$ cat src/rtl/my_pulse_replayer_pkg.sv
// rp_defs: shared state encodings and sizing helper for the pulse replayer
package rp_defs;
  typedef enum logic [1:0] {
    RP_IDLE = 2'd0,
    RP_ON   = 2'd1,
    RP_GAP  = 2'd2
  } rp_state_t;
  function automatic int rp_clog2(input int v);
    int r;
    r = 0;
    for (int i = 0; i < 31; i++) if ((1 << i) < v) r = i + 1;
    return r;
  endfunction
endpackage

$ cat src/rtl/my_pulse_replayer_sat_updown_counter.sv
// my_sat_updown_counter: saturating up/down backlog counter with sticky overflow
module my_sat_updown_counter import rp_defs::*; #(
  parameter int W = 2
) (
  input  logic         clk,
  input  logic         rst,
  input  logic         inc,
  input  logic         dec,
  output logic [W-1:0] count,
  output logic         overflow
);
  logic full, empty;
  assign full  = &count;
  assign empty = ~|count;
  // simultaneous inc/dec cancel; an inc that would wrap is dropped and flagged
  always_ff @(posedge clk) begin
    if (rst) begin
      count    <= '0;
      overflow <= 1'b0;
    end else begin
      count    <= (inc & ~dec & ~full) ? count + 1'b1 : (dec & ~inc & ~empty) ? count - 1'b1 : count;
      overflow <= overflow | (inc & ~dec & full);
    end
  end
endmodule

$ cat src/rtl/my_pulse_replayer.sv
// my_pulse_replayer: stretches event pulses into fixed blinks, replaying backlog in order
module my_pulse_replayer import rp_defs::*; #(
  parameter int ON_CYCLES  = 4,
  parameter int GAP_CYCLES = 2,
  parameter int PEND_WIDTH = 2
) (
  input  logic                  rp_clock,
  input  logic                  rp_reset,
  input  logic                  pulse_in,
  output logic                  rp_output,
  output logic                  rp_busy,
  output logic [PEND_WIDTH-1:0] rp_pending,
  output logic                  rp_overflow
);
  localparam int MX = ON_CYCLES > GAP_CYCLES ? ON_CYCLES : GAP_CYCLES;
  localparam int CW = rp_clog2(MX) < 1 ? 1 : rp_clog2(MX);
  localparam logic [CW-1:0] ON_LOAD  = CW'(ON_CYCLES - 1);
  localparam logic [CW-1:0] GAP_LOAD = CW'(GAP_CYCLES - 1);
  rp_state_t state, state_n;
  logic [CW-1:0] cnt, cnt_n;
  logic cnt_z, pend_nz, gap_end, restart, inc, dec;
  assign cnt_z   = cnt == '0;
  assign pend_nz = |rp_pending;
  assign gap_end = state == RP_GAP && cnt_z;
  assign restart = pend_nz | pulse_in;
  assign dec     = gap_end & pend_nz;
  assign inc     = pulse_in & (state != RP_IDLE) & ~(gap_end & ~pend_nz);
  assign rp_output = state == RP_ON;
  assign rp_busy   = state != RP_IDLE;
  // state and down-counter register
  always_ff @(posedge rp_clock) begin
    if (rp_reset) begin
      state <= RP_IDLE;
      cnt   <= '0;
    end else begin
      state <= state_n;
      cnt   <= cnt_n;
    end
  end
  // blink sequencing: IDLE -> ON -> GAP -> (ON again while work remains | IDLE)
  always_comb begin
    state_n = state;
    cnt_n   = cnt;
    case (state)
      RP_IDLE: begin
        state_n = pulse_in ? RP_ON : RP_IDLE;
        cnt_n   = pulse_in ? ON_LOAD : cnt;
      end
      RP_ON: begin
        state_n = cnt_z ? RP_GAP : RP_ON;
        cnt_n   = cnt_z ? GAP_LOAD : cnt - 1'b1;
      end
      RP_GAP: begin
        state_n = !cnt_z ? RP_GAP : restart ? RP_ON : RP_IDLE;
        cnt_n   = !cnt_z ? cnt - 1'b1 : restart ? ON_LOAD : '0;
      end
      default: begin
        state_n = RP_IDLE;
        cnt_n   = '0;
      end
    endcase
  end
  my_sat_updown_counter #(.W(PEND_WIDTH)) u_pend (
    .clk      (rp_clock),
    .rst      (rp_reset),
    .inc      (inc),
    .dec      (dec),
    .count    (rp_pending),
    .overflow (rp_overflow)
  );
endmodule

$ cat config.mk
export PLATFORM = sky130hd
export DESIGN_NAME = my_pulse_replayer
export DESIGN_NICKNAME = d
export VERILOG_FILES = /design/src/rtl/my_pulse_replayer_pkg.sv /design/src/rtl/my_pulse_replayer_sat_updown_counter.sv /design/src/rtl/my_pulse_replayer.sv
export SDC_FILE = /design/constraint.sdc
export NUM_CORES = 1
export LEC_CHECK = 0
export ABC_AREA = 1
export CELL_PAD_IN_SITES_DETAIL_PLACEMENT = 2
export CELL_PAD_IN_SITES_GLOBAL_PLACEMENT = 2
export CORE_MARGIN = 5
export CORE_UTILIZATION = 29
export CTS_BUF_LIST = sky130_fd_sc_hd__clkbuf_8
export CTS_CLUSTER_DIAMETER = 50
export DETAILED_ROUTE_END_ITERATION = 10
export PLACE_DENSITY = 0.84
export SLEW_MARGIN = 20
export SYNTH_ARGS = -nofsm -noshare
export SYNTH_HDL_FRONTEND = slang
export SYNTH_SLANG_ARGS = --single-unit
$ cat constraint.sdc
create_clock -name rp_clock -period 1.4 [get_ports rp_clock]
set_input_delay 0.21 -clock rp_clock [delete_from_list [all_inputs] [get_ports rp_clock]]
set_output_delay 0.21 -clock rp_clock [all_outputs]
set_load 0.02 [all_outputs]
==> metrics.txt, run 1 <==
Seq/Total Area, Yosys 34.67%; Area contributors post-synth dfxtp_1 (35%), nand2_1 (12%), nor2_1 (7.4%); depth of the CTS H-tree 1; Slew Limit Fails 0; initial antenna violation count 0; worst r2r path cells 6; global-route wire length before repair 2539 um; largest net degree at the start of global routing 6; setup TNS 0 ns; Final setup viols 0; GRT Residual Overflow 0; post-DR wirelength/cell 15.94 um; Yosys top cell by area dfxtp_1; Root Buffer clkbuf_8; ANT nets after route 0; Layout Nets 79; FP Rows 13; Skew-Pair Late Insertion Delay 0.23 ns; fin crit share 94.16%; critical path launch point type flop; Tmin final 1.318 ns; number of synthesized flops with an enable pin 0; min-delay src u_pend.overflow; Syn Nets 64; cts bufs inserted 3; DP Cell Count 86; initial detailed-routing violation count 4; number of library cell types mapped by synthesis 16; drt via density 4.944; core footprint ~1300 um^2; P&R area growth vs syn 38.39%; clock skew 0.001882 ns; ANT cells 0; Leak Pwr 0.2858 nW; die area roughly 2200 um^2; Hold Path End u_pend.overflow; Worst R2R Setup Slack 0.20 ns; final non-filler cell total 90; Routability Congestion between 0.7 and 0.8; DRC viols 0; peak supply drop ~700 uV; dominant synthesized flop cell dfxtp_1; Hold Path Depth 1; actual slew at the worst max-slew pin 0.2636 ns; asr flop ratio synth 0%; critical register-to-register path endpoint u_pend.count[0]; total number of vias 445; maxcap violations 0; Crit Reg-Reg Startpoint state[0]; PortBufs 7; worst-case clock buffer depth 2; top post-synthesis cells by count nand2_1 (13), nor2_1 (8), dfxtp_1 (7), inv_1 (7), o21ai_0 (5); CP peak stage delay 0.33 ns; slowest CP cell dlygate4sd2_1; Gate Count Post-Synth 61; Mean Syn Cell Area 6.625 um^2; FF+latch count, synth 7; outcome complete, no violations; GRT Overall Usage 17.45%; Worst EP arrival 1.11 ns; CTS tree built; layout cells sized above 1 22.67%; WS Path Type reg2out; Synth Cell Area ~400 um^2; filler instances 176; Clk pin slew, worst setup/hold paths roughly 0.04 ns; Final Hold Fails 0; Horiz. Die Dim about 47 um; Slew headroom between 80% and 90%; Worst Path Required 1.19 ns; IO Pins 8; detailed-placement wirelength estimate 965.5 um; Sink Count 7; most common cell in the netlist nand2_1; Yosys warnings 0; Synth top area share between 30% and 40%; vias in the first global route between 500 and 600; Starting Density 30.67%; final WL 1435 um; RSZ-0062 raised after global routing false; Worst Hold Slack about 0.46 ns; DR pass1 iterations 4; crit path max fanout 4; FMAX 758.6 MHz; DIE HEIGHT between 40 and 50 um; Worst Hold Class reg2reg; crit end category output pin; sequence of cells on the critical path inv_2, nand2_1, inv_1, dlygate4sd2_1; Post-CTS Hold Fix Bufs 0; post-CTS setup repair buffer count 0; power per cell area 1850 nW/um^2
metrics by stage:
step / utilization (%) / instance area [um^2] / setup WS, ns / total power, W
3_5_place_dp: 39.13 / 515.5 / 0.05956 / 0.0007540
2_1_floorplan: - / 404.1 / 0.3946 / 0.0005825
4_1_cts: 42.17 / 555.5 / 0.02620 / 0.001051
3_3_place_gp: 39.13 / 515.5 / 0.08601 / 0.0007378
6_report: 42.45 / 559.3 / 0.08175 / 0.001035
5_1_grt: 42.45 / 559.3 / 0.01085 / 0.001126
worst max-delay path by stage:
stage / from / slack [ns] / to
5_1_grt: state[0] / 0.01 / rp_output
6_report: state[1] / 0.08 / rp_output
4_1_cts: u_pend.overflow / 0.03 / rp_overflow
3_5_place_dp: state[0] / 0.06 / rp_busy
2_1_floorplan: u_pend.count[0] / 0.39 / u_pend.count[0]
3_3_place_gp: pulse_in / 0.09 / u_pend.count[0]
logic make-up after synthesis:
kind of cell | after synthesis | share of synthesized area (%)
compound gates | 10 | 13.31
simple gates | 35 | 43.65
buf+inv | 9 | 8.361
flops | 7 | 34.67
final cells by class:
| type | instances | area [um^2] | share of cell area (%) |
|---|---|---|---|
| Multi-Input combinational cell | 45 | 230.2 | 41.16 |
| Sequential cell | 7 | 140.1 | 25.06 |
| Timing Repair Buffer | 10 | 91.34 | 16.33 |
| Clock buffer | 3 | 41.29 | 7.383 |
| Inverter | 9 | 33.78 | 6.040 |
| Tap cell | 15 | 18.77 | 3.356 |
| Clock inverter | 1 | 3.754 | 0.6711 |
flip-flops by register name, summed over array words and instances, names as in the netlist:
name / flops
u_pend.overflow: 1
u_pend.count: 2
cnt: 2
state: 2
placed cells by master, fill, tap and decap left out, types with 2 or more instances in the layout:
cell type	instances
nand2_1	13
inv_1	8
nor2_1	8
dfxtp_1	7
o21ai_0	5
nand2_2	3
nor3_1	3
a21oi_1	3
clkbuf_8	3
dlygate4sd2_1	3
buf_4	3
inv_2	2
nor2_2	2
nand3_2	2
nand3_1	2
clkdlybuf4s50_1	2
metal layers:
metal,vias up,routed length (um),GRT usage [%]
li1,223,-,-
met1,208,647,20.90
met2,12,695,28.34
met3,2,69,4.981
met4,0,23,8.287
met5,-,0,0
where the power goes:
part | internal [W] | leakage [nW] | switching [W]
sequential | 0.000246 | 0.0576 | 0.0000450
combinational | 0.000155 | 0.201 | 0.000301
clock | 0.000190 | 0.0269 | 0.0000972
critical path: cells and delay by family (launching register included):
kind	cells	cell delay [ns]
buffers and inverters	3	0.49
DFF	1	0.32
and+or+nand+nor	1	0.07
timing repair:
| item | 4_1_cts | 5_1_grt |
|---|---|---|
| setup endpoints to repair | 4 | 2 |
| resized for setup | 4 | 2 |
| cloned | 0 | 0 |
| pin swaps | 0 | 0 |
Note: power is estimated with default switching activity, not from simulation.
==> run 2: changes to the inputs <==
--- a/config.mk
+++ b/config.mk
@@ -8,9 +8,8 @@
 export ABC_AREA = 1
 export CELL_PAD_IN_SITES_DETAIL_PLACEMENT = 2
 export CELL_PAD_IN_SITES_GLOBAL_PLACEMENT = 2
-export CORE_MARGIN = 5
 export CORE_UTILIZATION = 29
-export CTS_BUF_LIST = sky130_fd_sc_hd__clkbuf_8
+export CTS_BUF_LIST = sky130_fd_sc_hd__clkbuf_2 sky130_fd_sc_hd__clkbuf_4 sky130_fd_sc_hd__clkbuf_8
 export CTS_CLUSTER_DIAMETER = 50
 export DETAILED_ROUTE_END_ITERATION = 10
 export PLACE_DENSITY = 0.84
==> constraint.sdc (replaced) <==
create_clock -name rp_clock -period 1.4 [get_ports rp_clock]
set_input_delay 0.21 -clock rp_clock [delete_from_list [all_inputs] [get_ports rp_clock]]
set_output_delay 0.21 -clock rp_clock [all_outputs]
set_load 0.1 [all_outputs]
==> run 2 against run 1 <==
Non-clock buffer count fell by 3. Die area fell by 31%. Final cell count fell by 3.3%. Cell area rose by 4.5%. Register-to-register slack improved by 0.07 ns. Critical path depth did not move. Total power rose by 20%. Clock skew rose by 0.0031 ns. Worst setup slack improved by 0.015 ns. Sequential cell count did not move. Clock power fell by 22%. Fmax rose by 1.2%. Critical path type unchanged.
==> metrics.txt, run 2 (synthesized netlist as in run 1, its figures left out) <==
FP Rows 13 (unchanged); total number of vias 445 (unchanged); Hold Path Depth 2 (was 1); commonest non-fill, non-tap cell in the layout nand2_1 (unchanged); crit path max fanout 4 (unchanged); DRC viols 0 (unchanged); P&R area growth vs syn 44.58% (was 38.39%); depth of the CTS H-tree 1 (unchanged); initial antenna violation count 0 (unchanged); vias in the first global route 425 (was 517); Slew Limit Fails 0 (unchanged); Final setup viols 0 (unchanged); Setup crit end rp_output (unchanged); worst-case clock buffer depth 2 (unchanged); Sw Share 51.64% (was 42.87%); Finished Cell Area 584.3 um^2 (was 559.3 um^2); setup ws final 0.09698 ns (was 0.08175 ns); fin util 44.90% (was 42.45%); Leak Pwr 0.2481 nW (was 0.2858 nW); fin crit share 93.07% (was 94.16%); clock group share of total power 18.2% (was 27.8%); slowest CP cell dfxtp_2 (was dlygate4sd2_1); biggest regs cnt: 2 flops, state: 2 flops, u_pend.count: 2 flops (unchanged); DR pass1 iterations 1 (was 4); Worst Path Required 1.19 ns (about the same); ANT nets after route 0 (unchanged); Skew-Pair Late Insertion Delay 0.27 ns (was 0.23 ns); Routability Congestion 0.6853 (was 0.7414); post-DR wirelength/cell 16.83 um (was 15.94 um); Worst Hold Class in2reg (was reg2reg); Crit Reg-Reg Startpoint state[1] (was state[0]); global-route wire length before repair 2021 um (was 2539 um); core footprint 1301 um^2 (was 1318 um^2); ANT cells 0 (unchanged); clock skew 0.004981 ns (was 0.001882 ns); detailed-placement wirelength estimate 1056 um (was 965.5 um); Layout Nets 76 (was 79); commonest cells after routing, fill and taps aside nand2_1 (12), nor2_1 (8), inv_1 (6) (was nand2_1 (13), inv_1 (8), nor2_1 (8)); final WL 1464 um (was 1435 um); sequential power share 25.3% (was 28.1%); power per cell area 2122 nW/um^2 (was 1850 nW/um^2); critical register-to-register path endpoint u_pend.count[1] (was u_pend.count[0]); drt via density 5.115 (was 4.944); initial detailed-routing violation count 0 (was 4); DP Cell Count 83 (was 86); worst r2r path cells 5 (was 6); Slew headroom 82.05% (was 82.36%); WS Path Type reg2out (unchanged); largest net degree at the start of global routing 6 (unchanged); Tmin final 1.303 ns (was 1.318 ns); Starting Density 31.06% (was 30.67%); Worst EP arrival 1.09 ns (was 1.11 ns); PortBufs 7 (unchanged); setup TNS 0 ns (unchanged); Clk pin slew, worst setup/hold paths 0.06 ns (was 0.04 ns); crit end category output pin (unchanged); die area 1547 um^2 (was 2240 um^2); cts bufs inserted 3 (unchanged); peak supply drop 834.3 uV (was 716.8 uV); area post-placement 549.3 um^2 (was 515.5 um^2); actual slew at the worst max-slew pin 0.2690 ns (was 0.2636 ns); Cell Int Power 0.0005998 W (was 0.0005911 W); RSZ-0062 raised after global routing false (unchanged); Horiz. Die Dim 39.33 um (was 47.33 um); outcome complete, no violations (unchanged); sequence of cells on the critical path inv_2, nand2_2, clkinvlp_4, buf_12 (was inv_2, nand2_1, inv_1, dlygate4sd2_1); final non-filler cell total 87 (was 90); IO Pins 8 (unchanged); DIE HEIGHT 39.33 um (was 47.33 um); Root Buffer clkbuf_4 (was clkbuf_8); GRT Overall Usage 22.24% (was 17.45%); Post-CTS Hold Fix Bufs 0 (unchanged); Sink Count 7 (unchanged); CTS tree built (unchanged); crit path launch state[1] (unchanged); layout cells sized above 1 36.11% (was 22.67%); GRT Residual Overflow 0 (unchanged); Final Hold Fails 0 (unchanged); Comb power frac 56.5% (was 44.1%); filler instances 159 (was 176); Worst R2R Setup Slack 0.27 ns (was 0.20 ns); CP peak stage delay 0.37 ns (was 0.33 ns); switching power 0.0006404 W (was 0.0004436 W); FMAX 767.4 MHz (was 758.6 MHz); maxcap violations 0 (unchanged); worst slack at placement -0.03192 ns (was 0.05956 ns); critical path launch point type flop (unchanged)
-- run 2: cell types whose count changed in the layout (fill, tap and decap cells not counted), sizes merged --
cell,before,now
dlygate4sd2,3,0
buf,3,5
inv,10,8
clkbuf,3,4
clkdlybuf4s15,1,0
clkinvlp,0,1
dlymetal6s2s,1,0
-- run 2: repair_timing --
action | 4_1_cts | 5_1_grt
setup endpoints to repair | 1 | 1
setup buffers | 0 | 0
pin swaps | 0 | 0
gates resized for setup | 1 | 2
-- run 2: cell type report --
cell class	count	area, um^2	area share, %
Clock buffer	4	30.03	5.139
Inverter	9	37.54	6.424
Multi-Input combinational cell	45	232.7	39.83
Sequential cell	7	145.1	24.84
Tap cell	15	18.77	3.212
Timing Repair Buffer	7	120.1	20.56
-- run 2: critical path: cells and delay by family, from the launching register on --
kind / cells / cell delay [ns]
buf+inv: 3 / 0.36
simple gates: 1 / 0.10
flops: 1 / 0.37
-- run 2: per-stage QoR --
step / hold slack (ns) / power (W)
after global placement: 0.5185 / 0.0009823
after detailed placement: 0.5299 / 0.001009
after global routing: 0.5798 / 0.001310
after floorplan: 0.2794 / 0.0007734
after CTS: 0.5436 / 0.001247
final: 0.5571 / 0.001240
-- run 2: power by group through the flow --
stage / logic (W) / registers [W] / clock network (W)
5_1_grt: 0.000752 / 0.000319 / 0.000239
4_1_cts: 0.000702 / 0.000312 / 0.000233
3_3_place_gp: 0.000672 / 0.000310 / 0
3_5_place_dp: 0.000697 / 0.000312 / 0
2_1_floorplan: 0.000415 / 0.000358 / 0
6_report: 0.000701 / 0.000313 / 0.000225
-- run 2: how the worst min path moves through the flow --
stage,from,to,slack (ns)
floorplan,rp_reset,state[0],0.28
global placement,u_pend.overflow,u_pend.overflow,0.52
detailed placement,u_pend.overflow,u_pend.overflow,0.53
CTS,u_pend.overflow,u_pend.overflow,0.54
global route,rp_reset,state[0],0.58
finish,rp_reset,state[0],0.56
-- run 2: layer usage --
metal / share of wire (%) / routed length, um / up-vias / GRT usage, %
met5: 0 / 0 / - / 0
met4: 2.8 / 41 / 0 / 18.10
met3: 3.8 / 56 / 4 / 8.523
met2: 57 / 830 / 8 / 37.08
met1: 37 / 536 / 215 / 21.45
li1: - / - / 218 / -
